[src/rtl/twiddle_rom_stream_bridge.sv]
// twiddle_rom_stream_bridge: full-circle FFT twiddle source over a quarter-wave
// cosine ROM, folded by quadrant, conjugated for FFT, streamed through a FIFO.
//
// Ports:
//   clk, rst                   clock, synchronous active-high reset
//   req_valid/req_ready        request handshake
//   req_idx, req_shift         index j and stride; k = (j << shift) mod 2^FFT_N
//   req_ifft                   1: W = exp(+j*a), 0: W = exp(-j*a)
//   out_valid/out_ready        result handshake
//   out_real, out_imag         Re(W), Im(W), signed FFT_DW bits
//   twact, twa, twdr_cos       ROM port A (data one cycle after twact)
//   twact_b, twa_b, twdr_cos_b ROM port B (only with TWIDDLE_ROM_DP_EN)
//
// Build option TWIDDLE_ROM_DP_EN: dual-port ROM, 3-stage pipeline, one request
// per cycle. Without it: single-port ROM, 4-state FSM, one request per 3 cycles.
module twiddle_rom_stream_bridge #(
    parameter int FFT_N     = 10,
    parameter int FFT_DW    = 16,
    parameter int OUT_DEPTH = 2
) (
    input  logic                     clk,
    input  logic                     rst,
    input  logic                     req_valid,
    output logic                     req_ready,
    input  logic [FFT_N-1:0]         req_idx,
    input  logic [$clog2(FFT_N)-1:0] req_shift,
    input  logic                     req_ifft,
    output logic                     out_valid,
    input  logic                     out_ready,
    output logic [FFT_DW-1:0]        out_real,
    output logic [FFT_DW-1:0]        out_imag,
    output logic                     twact,
    output logic [FFT_N-3:0]         twa,
    input  logic [FFT_DW-1:0]        twdr_cos
`ifdef TWIDDLE_ROM_DP_EN
    ,
    output logic                     twact_b,
    output logic [FFT_N-3:0]         twa_b,
    input  logic [FFT_DW-1:0]        twdr_cos_b
`endif
);

    localparam int AW = FFT_N - 2;
    localparam int PW = (OUT_DEPTH > 1) ? $clog2(OUT_DEPTH) : 1;
    localparam int CW = $clog2(OUT_DEPTH + 1);

    logic              accept;
    logic              push;
    logic              pop;
    logic [FFT_DW-1:0] push_re;
    logic [FFT_DW-1:0] push_im;
    logic [FFT_N-1:0]  k_in;

    assign k_in   = req_idx << req_shift;
    assign accept = req_valid && req_ready;

    // Quadrant fold of (cos, sin) of the in-quadrant angle, then conjugate
    // for the forward transform.
    function automatic logic [2*FFT_DW-1:0] fold(
        input logic [1:0]        q,
        input logic [FFT_DW-1:0] c,
        input logic [FFT_DW-1:0] s,
        input logic              ifft
    );
        logic [FFT_DW-1:0] re;
        logic [FFT_DW-1:0] im;
        unique case (q)
            2'd0:    begin re = c;  im = s;  end
            2'd1:    begin re = -s; im = c;  end
            2'd2:    begin re = -c; im = -s; end
            default: begin re = s;  im = -c; end
        endcase
        return {re, ifft ? im : -im};
    endfunction

    function automatic logic [PW-1:0] next_ptr(input logic [PW-1:0] p);
        return (p == PW'(OUT_DEPTH - 1)) ? '0 : p + 1'b1;
    endfunction

    // ---------------- output FIFO ----------------
    logic [FFT_DW-1:0] re_mem_q [OUT_DEPTH];
    logic [FFT_DW-1:0] im_mem_q [OUT_DEPTH];
    logic [PW-1:0]     rd_q;
    logic [PW-1:0]     wr_q;
    logic [CW-1:0]     cnt_q;

    assign out_valid = (cnt_q != '0);
    assign pop       = out_valid && out_ready;
    assign out_real  = re_mem_q[rd_q];
    assign out_imag  = im_mem_q[rd_q];

    always_ff @(posedge clk) begin
        if (rst) begin
            rd_q  <= '0;
            wr_q  <= '0;
            cnt_q <= '0;
        end else begin
            if (push) wr_q <= next_ptr(wr_q);
            if (pop)  rd_q <= next_ptr(rd_q);
            cnt_q <= cnt_q + CW'(push) - CW'(pop);
        end
    end

    always_ff @(posedge clk) begin
        if (push) begin
            re_mem_q[wr_q] <= push_re;
            im_mem_q[wr_q] <= push_im;
        end
    end

`ifdef TWIDDLE_ROM_DP_EN
    // ---------------- dual-port pipeline ----------------
    localparam int SW = CW + 2;

    logic              v1_q, v2_q, v3_q;
    logic [FFT_N-1:0]  k1_q, k2_q, k3_q;
    logic              i1_q, i2_q, i3_q;
    logic [FFT_DW-1:0] c3_q, s3_q;
    logic [SW-1:0]     credit;

    // Slots committed after this edge; a pop this cycle frees one.
    assign credit = SW'(cnt_q) + SW'(v1_q) + SW'(v2_q)
                  + SW'(v3_q) - SW'(pop);
    assign req_ready = !rst && (credit < SW'(OUT_DEPTH));

    assign twact   = v1_q && !rst;
    assign twact_b = v1_q && !rst;
    assign twa     = twact ? k1_q[AW-1:0] : '0;
    assign twa_b   = twact ? -k1_q[AW-1:0] : '0;

    assign push = v3_q && !rst;
    assign {push_re, push_im} = fold(k3_q[FFT_N-1 -: 2], c3_q, s3_q, i3_q);

    always_ff @(posedge clk) begin
        if (rst) begin
            v1_q <= 1'b0;
            v2_q <= 1'b0;
            v3_q <= 1'b0;
            k1_q <= '0;
            k2_q <= '0;
            k3_q <= '0;
            i1_q <= 1'b0;
            i2_q <= 1'b0;
            i3_q <= 1'b0;
            c3_q <= '0;
            s3_q <= '0;
        end else begin
            v1_q <= accept;
            if (accept) begin
                k1_q <= k_in;
                i1_q <= req_ifft;
            end
            v2_q <= v1_q;
            k2_q <= k1_q;
            i2_q <= i1_q;
            v3_q <= v2_q;
            k3_q <= k2_q;
            i3_q <= i2_q;
            c3_q <= twdr_cos;
            // r==0 addresses Q mod Q = 0 on port B; sin is exactly 0 there.
            s3_q <= (k2_q[AW-1:0] == '0) ? '0 : twdr_cos_b;
        end
    end
`else
    // ---------------- single-port FSM ----------------
    typedef enum logic [1:0] {IDLE, RD_COS, RD_SIN, WR} state_t;

    state_t            state_q, state_d;
    logic [FFT_N-1:0]  k_q;
    logic              ifft_q;
    logic [FFT_DW-1:0] cos_q;
    logic [AW-1:0]     r;
    logic [FFT_DW-1:0] sin_v;

    assign r     = k_q[AW-1:0];
    // The r==0 read returns rom[0]; sin(0) is forced to zero.
    assign sin_v = (r == '0) ? '0 : twdr_cos;

    assign req_ready = !rst &&
        ((state_q == IDLE && cnt_q < CW'(OUT_DEPTH)) ||
         (state_q == WR && cnt_q == '0));

    assign {push_re, push_im} = fold(k_q[FFT_N-1 -: 2], cos_q, sin_v, ifft_q);

    always_comb begin
        state_d = state_q;
        twact   = 1'b0;
        twa     = '0;
        push    = 1'b0;
        unique case (state_q)
            IDLE: begin
                if (accept) state_d = RD_COS;
            end
            RD_COS: begin
                twact   = 1'b1;
                twa     = r;
                state_d = RD_SIN;
            end
            RD_SIN: begin
                twact   = 1'b1;
                twa     = -r;
                state_d = WR;
            end
            WR: begin
                push    = 1'b1;
                state_d = accept ? RD_COS : IDLE;
            end
        endcase
        if (rst) begin
            twact = 1'b0;
            twa   = '0;
            push  = 1'b0;
        end
    end

    always_ff @(posedge clk) begin
        if (rst) begin
            state_q <= IDLE;
            k_q     <= '0;
            ifft_q  <= 1'b0;
            cos_q   <= '0;
        end else begin
            state_q <= state_d;
            if (accept) begin
                k_q    <= k_in;
                ifft_q <= req_ifft;
            end
            if (state_q == RD_SIN) cos_q <= twdr_cos;
        end
    end
`endif

endmodule

[config.mk]
export PLATFORM = sky130hd
export DESIGN_NAME = twiddle_rom_stream_bridge
export DESIGN_NICKNAME = d
export VERILOG_FILES = /design/src/rtl/twiddle_rom_stream_bridge.sv
export SDC_FILE = /design/constraint.sdc
export NUM_CORES = 1
export LEC_CHECK = 0
export BUFFER_PORTS_ARGS = -buffer_cell sky130_fd_sc_hd__buf_4
export CORE_MARGIN = 8
export CORE_UTILIZATION = 44
export CTS_CLUSTER_SIZE = 30
export DETAILED_ROUTE_END_ITERATION = 7
export GPL_ROUTABILITY_DRIVEN = 0
export SYNTH_ARGS = -nofsm -noshare
export SYNTH_HDL_FRONTEND = slang
export SYNTH_SLANG_ARGS = --single-unit
[constraint.sdc]
create_clock -name clk -period 4.9 [get_ports clk]
set_input_delay 0.245 -clock clk [delete_from_list [all_inputs] [get_ports clk]]
set_output_delay 0.245 -clock clk [all_outputs]
set_load 0.005 [all_outputs]
==> results of run 1 <==
## cell usage after synthesis, drive strengths merged (3+ instances only)
master	instances	share of area, %
nor2	83	4.8
edfxtp	64	29
nand2	45	2.7
o21ai	42	3.4
a21oi	39	3.0
clkbuf	38	2.2
mux2	37	6.4
dfxtp	34	10
mux2i	25	3.8
xnor2	24	3.2
buf	18	1.8
inv	17	0.98
nor3	16	1.4
a31oi	14	1.3
or3	13	1.2
a211oi	12	1.5
a22oi	11	1.3
ha	11	2.1
xor2	10	1.3
nor2b	8	0.77
nor4	8	1.2
o211ai	8	0.92
or4	8	1.3
and3	7	0.67
nor3b	7	0.98
o31ai	7	0.80
or2	6	0.57
a221oi	5	0.67
and2	5	0.48
nand2b	5	0.48
nand3	5	0.38
nand3b	5	0.57
a311oi	4	0.54
o2111ai	4	0.63
and4	3	0.40
o21a	3	0.34
o22ai	3	0.29
## final timing paths
kind | to | slack [ps]
worst max-delay path | im_mem_q[0][15] | 680
worst max register to register | im_mem_q[0][15] | 680
worst min register to register | rd_q | 520
worst min-delay path | ifft_q | 80
## cells by family after synthesis
kind of cell             synth area share [%]
AND/OR/NAND/NOR                          19.0
AO/OA/AOI/OAI                            18.5
adder cells (fa/ha/maj)                  2.11
buffers and inverters                    5.11
flip-flops                               39.8
multiplexers                             10.9
XOR/XNOR                                 4.55
## stage by stage
| step | cell area [sq um] | cells | hold slack, ps |
|---|---|---|---|
| 2_1_floorplan | 6540 | 692 | 344 |
| 3_3_place_gp | 7170 | 908 | 444 |
| 3_5_place_dp | 7170 | 908 | 444 |
| 4_1_cts | 7460 | 924 | 75.0 |
| 5_1_grt | 7460 | 924 | 98.3 |
| 6_report | 7460 | 924 | 78.5 |
## metal layers
metal	part of all wire, %	GRT usage (%)
met5	0	0
met4	3.3	9.79
met3	6.2	3.12
met2	45	28.7
met1	45	24.9
## flip-flops by register name, indices dropped and copies added (netlist names), named ones only
register and cells:
ifft_q 1, state_q 2, cnt_q 2, cos_q 16
k_q 10, rd_q 1, wr_q 1, re_mem_q 32
im_mem_q 32
## power by group
| part | internal (mW) | leakage (nW) | switching [mW] | total (mW) |
|---|---|---|---|---|
| combinational | 0.786 | 1.60 | 1.08 | 1.86 |
| clock | 0.400 | 0.137 | 0.314 | 0.714 |
| sequential | 1.07 | 0.860 | 0.102 | 1.17 |
## area by class of cell
class	instances	area [sq um]
clock inverter	5	62.6
fill	1391	7070
clock buffer	11	233
inverter	19	71.3
timing repair buffer	88	661
multi-input combinational	519	3600
sequential	98	2600
tap	184	230
## worst max-delay path, stage by stage, from the launching register on
cell,delay [ps]
sky130_fd_sc_hd__dfxtp_1,340
sky130_fd_sc_hd__inv_1,70
sky130_fd_sc_hd__ha_1,170
sky130_fd_sc_hd__or3b_2,620
sky130_fd_sc_hd__o21ai_0,370
sky130_fd_sc_hd__ha_1,240
sky130_fd_sc_hd__or4b_1,620
sky130_fd_sc_hd__or4_4,540
sky130_fd_sc_hd__a211oi_2,280
sky130_fd_sc_hd__o2111ai_1,230
sky130_fd_sc_hd__inv_2,110
sky130_fd_sc_hd__nor3_2,50
sky130_fd_sc_hd__a31oi_1,220
sky130_fd_sc_hd__xor2_1,110
==> results summary, run 1 <==
The run finished with clean final reports. Synthesis handed over a netlist of 692 instances. The hold-critical path depth came out at 3.

Detailed routing inserted a total of 5587 vias. The pre-CTS setup slack came out at 710 ps. The first global-routing pass estimated 27900 microns of wire.

The async set or reset register ratio after synthesis came out at 0%. The count of buffers added on input and output ports is 77. The maximum vdd ir drop came out at 218 uV. The total setup violations reported at the end of the flow came out at 0. The maximum clock skew at final layout came out at 7.73 ps. The number of antenna-violating nets in the routed design came out at 0. The worst hold path begins at req_ifft. The flip-flop and latch count after synthesis is 98. The number of buffers inserted by hold repair at cts is 0. In the layout the commonest cells are 88 x sky130_fd_sc_hd__buf_4, 82 x sky130_fd_sc_hd__nor2_1, 64 x sky130_fd_sc_hd__edfxtp_1. The number of nets produced by synthesis came out at 738. The setup path with the least slack is of type register to register. In this run the static leakage power is 2.60 nW. The average wire length per cell after detail routing is 19.2 microns. The number of vias per cell after detailed routing came out at 6.05.

The worst register-to-register path begins at k_q[1]. The end-of-flow core utilization came out at 51.4%. The clock tree from TritonCTS is yes.

Summed over all failing endpoints, the final setup total negative slack is 0 ps. At the pin with the least slew margin, the transition time is 794 ps. The share of the yosys chip area belonging to registers came out at 39.8%. The standard-cell row count came out at 44. The final critical-path setup slack came out at 678 ps. The area added between synthesis and finish came out at 14.2%. After global routing the overflow that remains totals 0.

The total wire length is 17800 microns. The number of detailed-routing iterations run before antenna repair is 5. The count of instances resized after the clock tree is built came out at 0. The number of antenna violations at the first check in global routing is 0. Yosys mapped a number of flops with a built-in enable equal to 64. The most common library cell in the layout ignoring fill and taps is sky130_fd_sc_hd__buf_4.

The final HPWL from detailed placement is 12900 microns. The number of warnings issued by yosys came out at 0. Tracing the worst setup path back leads to its startpoint at k_q[1]. After clock tree synthesis, the clock-pin slew on the worst setup and hold paths is 70 ps.

For the worst setup path, the data arrival time is 4320 ps. The global routing usage summed across all routing layers is 18.7%. Clock tree synthesis found a total of 98 sinks. The effective utilization at floorplan is 45.0%.

The largest net degree at the start of global routing is 68. The core area is 14500 sq um. CTS placed an instance of sky130_fd_sc_hd__clkbuf_16 at the clock tree root.

The smallest clock period supported by the final layout is computed as 4220 ps. The antenna diode count is 0. Derived from the worst setup path, the maximum achievable clock frequency is 0.237 GHz. The max-slew violation count is 0. The clock latency on the worst-skew pair came out at 360 ps. In this run the worst path has a maximum fanout of 13. The via count of the first global-routing pass is 5284. The die extent in y came out at 138 microns. The number of setup buffers added after CTS is 0. At the end of the flow, the number of nets in the layout was 781. The fraction of final layout cells with drive strength greater than 1 came out at 23.4%. The path class of the lowest-slack min-delay path is primary input to register. In the synthesized netlist the dominant register cell turns out to be sky130_fd_sc_hd__edfxtp_1. The number of failing hold endpoints at the final stage is 0.

The number of buffers inserted during clock tree synthesis came out at 9. CTS built an H-tree with a depth of 3. Setup repair after global routing left no endpoint under its margin. The synthesized netlist occupies a cell area of 6540 sq um. The clock passes through at most 2 buffers. The required time of the critical path is 5000 ps. The count of pins on the block boundary is 78. The worst path uses 86.2% of the clock period. The post-synthesis area per instance is 9.45 sq um. The completed layout was analyzed and its total power is 3.75 mW.

The worst setup path is launched from a register. The count of unique library cells instantiated by Yosys came out at 79. The count of unresolved DRC violations after routing is 0. In this run the horizontal extent of the chip is 138 microns. The kind of end point of the critical path is a register. The relative max-transition margin came out at 47.0%. The die covers 19000 sq um. The worst reg-to-reg path cell count came out at 13. The power density over the cells is 502 nW/um^2. The detailed router finished its first iteration with 557 violations. The number of max-cap violations is 0.
(Power assumes the default switching activity.)
==> run 2, diff against run 1 <==
Clock period 4.9 ns to 4.3 ns, I/O delays scaled along.
==> results summary, run 2 (synthesis results as in run 1) <==
The number of detailed-routing iterations run before antenna repair came to 5 (unchanged). The switching component of the power is 1.69 mW (was 1.49 mW). The antenna diode count is 0 (unchanged).

The number of buffer and inverter stages on the critical path is 0 (was 2). The largest net degree at the start of global routing was 41 (was 68). The worst-path cell with the longest stage delay is sky130_fd_sc_hd__or4_4 (was sky130_fd_sc_hd__or3b_2).

The clock tree from TritonCTS is yes (unchanged). The global routing usage summed across all routing layers came to 18.8% (was 18.7%). The largest stage delay on the critical path was 670 ps (was 620 ps).

The maximum vdd ir drop came out at 261 uV (was 218 uV). The number of antenna-violating nets in the routed design came out at 0 (unchanged). The die area is 19000 sq um (unchanged). The initial detailed-routing violation count came out at 358 (was 557). The total negative slack is 0 ps (unchanged). The master cell of the clock root buffer is sky130_fd_sc_hd__clkbuf_16 (unchanged). The data arrival time of the critical path came out at 4140 ps (was 4320 ps). The count of pins on the block boundary came to 78 (unchanged). The count of input and output buffers is 77 (unchanged).

Crit-path cells: or4_4, o21ai_0, ha_1, or4b_1, or4_1, o221a_2, o2111ai_2, nand2_4, nor3b_4, a21oi_1, xor2_1 (was inv_1, ha_1, or3b_2, o21ai_0, ha_1, or4b_1, or4_4, a211oi_2, o2111ai_1, inv_2, nor3_2, a31oi_1, xor2_1). The required time of the critical path is 4370 ps (was 5000 ps). The die extent in y came out at 138 microns (unchanged). The switching portion of total power came out at 40.1% (was 39.8%). The path type of the worst setup path is register to register (unchanged). The total setup buffers inserted after CTS came to 0 (unchanged). The slew at the pin with the worst max-slew slack is 807 ps (was 794 ps). RSZ-0062 raised after global routing: no (unchanged). The H-tree depth is 3 (unchanged).

Commonest cells after routing, fill and taps aside: 95 x sky130_fd_sc_hd__buf_4, 82 x sky130_fd_sc_hd__nor2_1, 64 x sky130_fd_sc_hd__edfxtp_1 (was 88 x sky130_fd_sc_hd__buf_4, 82 x sky130_fd_sc_hd__nor2_1, 64 x sky130_fd_sc_hd__edfxtp_1). Top flop regs: im_mem_q x32, re_mem_q x32, cos_q x16 (unchanged). The power density over the cells was 563 nW/um^2 (was 502 nW/um^2).

The core area is 14500 sq um (unchanged). The proportion of power drawn by combinational gates is 50.9% (was 49.7%). The global-route wire length before repair came out at 28000 microns (was 27900 microns). The setup slack of the most critical reg-to-reg path is 240 ps (was 680 ps). The number of buffers inserted during clock tree synthesis came out at 9 (unchanged). The leakage power figure is 2.63 nW (was 2.60 nW). The pre-CTS setup slack came out at 257 ps (was 710 ps). The die extent in x was 138 microns (unchanged).

The cell internal power dissipation is 2.53 mW (was 2.26 mW). The relative max-transition margin is 46.2% (was 47.0%). The total power of the final layout came out at 4.22 mW (was 3.75 mW). The total setup violations reported at the end of the flow is 0 (unchanged). The final global-route overflow total is 0 (unchanged). The number of nets at the end of the flow came out at 788 (was 781). The most common library cell in the layout ignoring fill and taps was sky130_fd_sc_hd__buf_4 (unchanged). The clock power share came out at 17.6% (was 19.0%). The shortest clock period the worst path allows after layout was 4060 ps (was 4220 ps). The path class of the lowest-slack min-delay path was primary input to register (unchanged).

The effective utilization at floorplan is 45.0% (unchanged). The total wire length is 17900 microns (was 17800 microns). The count of instances resized after the clock tree is built is 0 (unchanged). The area added between synthesis and finish came out at 14.6% (was 14.2%). The peak fanout along the critical path is 12 (was 13). The share of the clock period used by the worst path after layout was 94.5% (was 86.2%). The number of antenna violations at the first check in global routing is 0 (unchanged). The number of placed cells counting well taps came out at 915 (was 908). The number of vias per cell after detailed routing came out at 6.07 (was 6.05). The number of max-cap violations came to 0 (unchanged). The number of buffers inserted by hold repair at cts came out at 0 (unchanged). The final HPWL from detailed placement is 13200 microns (was 12900 microns).

The kind of end point of the critical path is a register (unchanged). The number of cells in the finished layout apart from fillers came out at 931 (was 924). The number of failing hold endpoints at the final stage came out at 0 (unchanged).

The sequential fraction of design power was 31.5% (was 31.3%). The via count of the first global-routing pass is 5316 (was 5284). The type of element launching the critical path is a register (unchanged). The family of cells with the greatest summed delay on the critical path was simple AND/OR/NAND/NOR gates (unchanged). The max-slew violation count is 0 (unchanged). The clock tree buffer depth came to 2 (unchanged). The end-of-flow core utilization came out at 51.5% (was 51.4%). The highest achievable clock rate came out at 0.246 GHz (was 0.237 GHz). The count of unresolved DRC violations after routing came to 0 (unchanged). The number of vias after detailed routing is 5652 (was 5587).

The standard-cell row count was 44 (unchanged). The number of sinks on the clock net is 98 (unchanged). The fraction of final layout cells with drive strength greater than 1 came out at 24.1% (was 23.4%). The final critical-path setup slack was 235 ps (was 678 ps). The CTS clock-pin slew for the worst setup and hold paths was 70 ps (about the same).

Result of the run: finished clean (unchanged). The maximum clock skew at final layout is 5.10 ps (was 7.73 ps). The average wire length per cell after detail routing came out at 19.2 microns (about the same). The clock latency on the worst-skew pair came out at 350 ps (was 360 ps).
[run 2: path summary, 6_finish.rpt]
kind,startpoint,endpoint,cells past startpoint
setup / recovery,k_q[4],im_mem_q[0][13],11
hold / removal,req_ifft,ifft_q,3
setup reg to reg,k_q[4],im_mem_q[0][13],11
hold reg to reg,rd_q,register,2
[run 2: layer usage]
| metal | part of all wire, % | vias to the layer above | GRT usage [%] |
|---|---|---|---|
| li1 | - | 2673 | - |
| met1 | 43 | 2701 | 24.3 |
| met2 | 46 | 242 | 28.9 |
| met3 | 7.8 | 36 | 4.86 |
| met4 | 3.0 | 0 | 8.78 |
| met5 | 0 | - | 0 |
[run 2: worst reg2reg max path, delay by kind of cell, from the launching register on]
kind	cells	cell delay [ps]
DFF	1	380
xor gates and xnor gates	1	180
adders and majority gates	1	240
and+or+nand+nor	5	2070
AOI/OAI and AO/OA	4	920
[run 2: final cells by class]
type	instances	area, sq um
Sequential cell	98	2600
Multi-Input combinational cell	519	3600
Inverter	19	71.3
Fill cell	1356	7040
Timing Repair Buffer	95	713
Clock buffer	9	225
Tap cell	184	230
Clock inverter	7	43.8
[run 2: per-stage QoR]
step	area, sq um	hold slack [ps]
floorplan	6540	314
global placement	7220	415
detailed placement	7220	426
CTS	7490	60.7
global route	7490	64.8
finish	7490	66.3
[run 2: power by group through the flow]
stage          clock [mW]  combinational, mW  sequential [mW]
2_1_floorplan           0               1.63             1.28
3_3_place_gp            0               2.08             1.34
3_5_place_dp            0               2.13             1.35
4_1_cts             0.761               2.14             1.33
5_1_grt             0.798               2.35             1.34
6_report            0.741               2.15             1.33
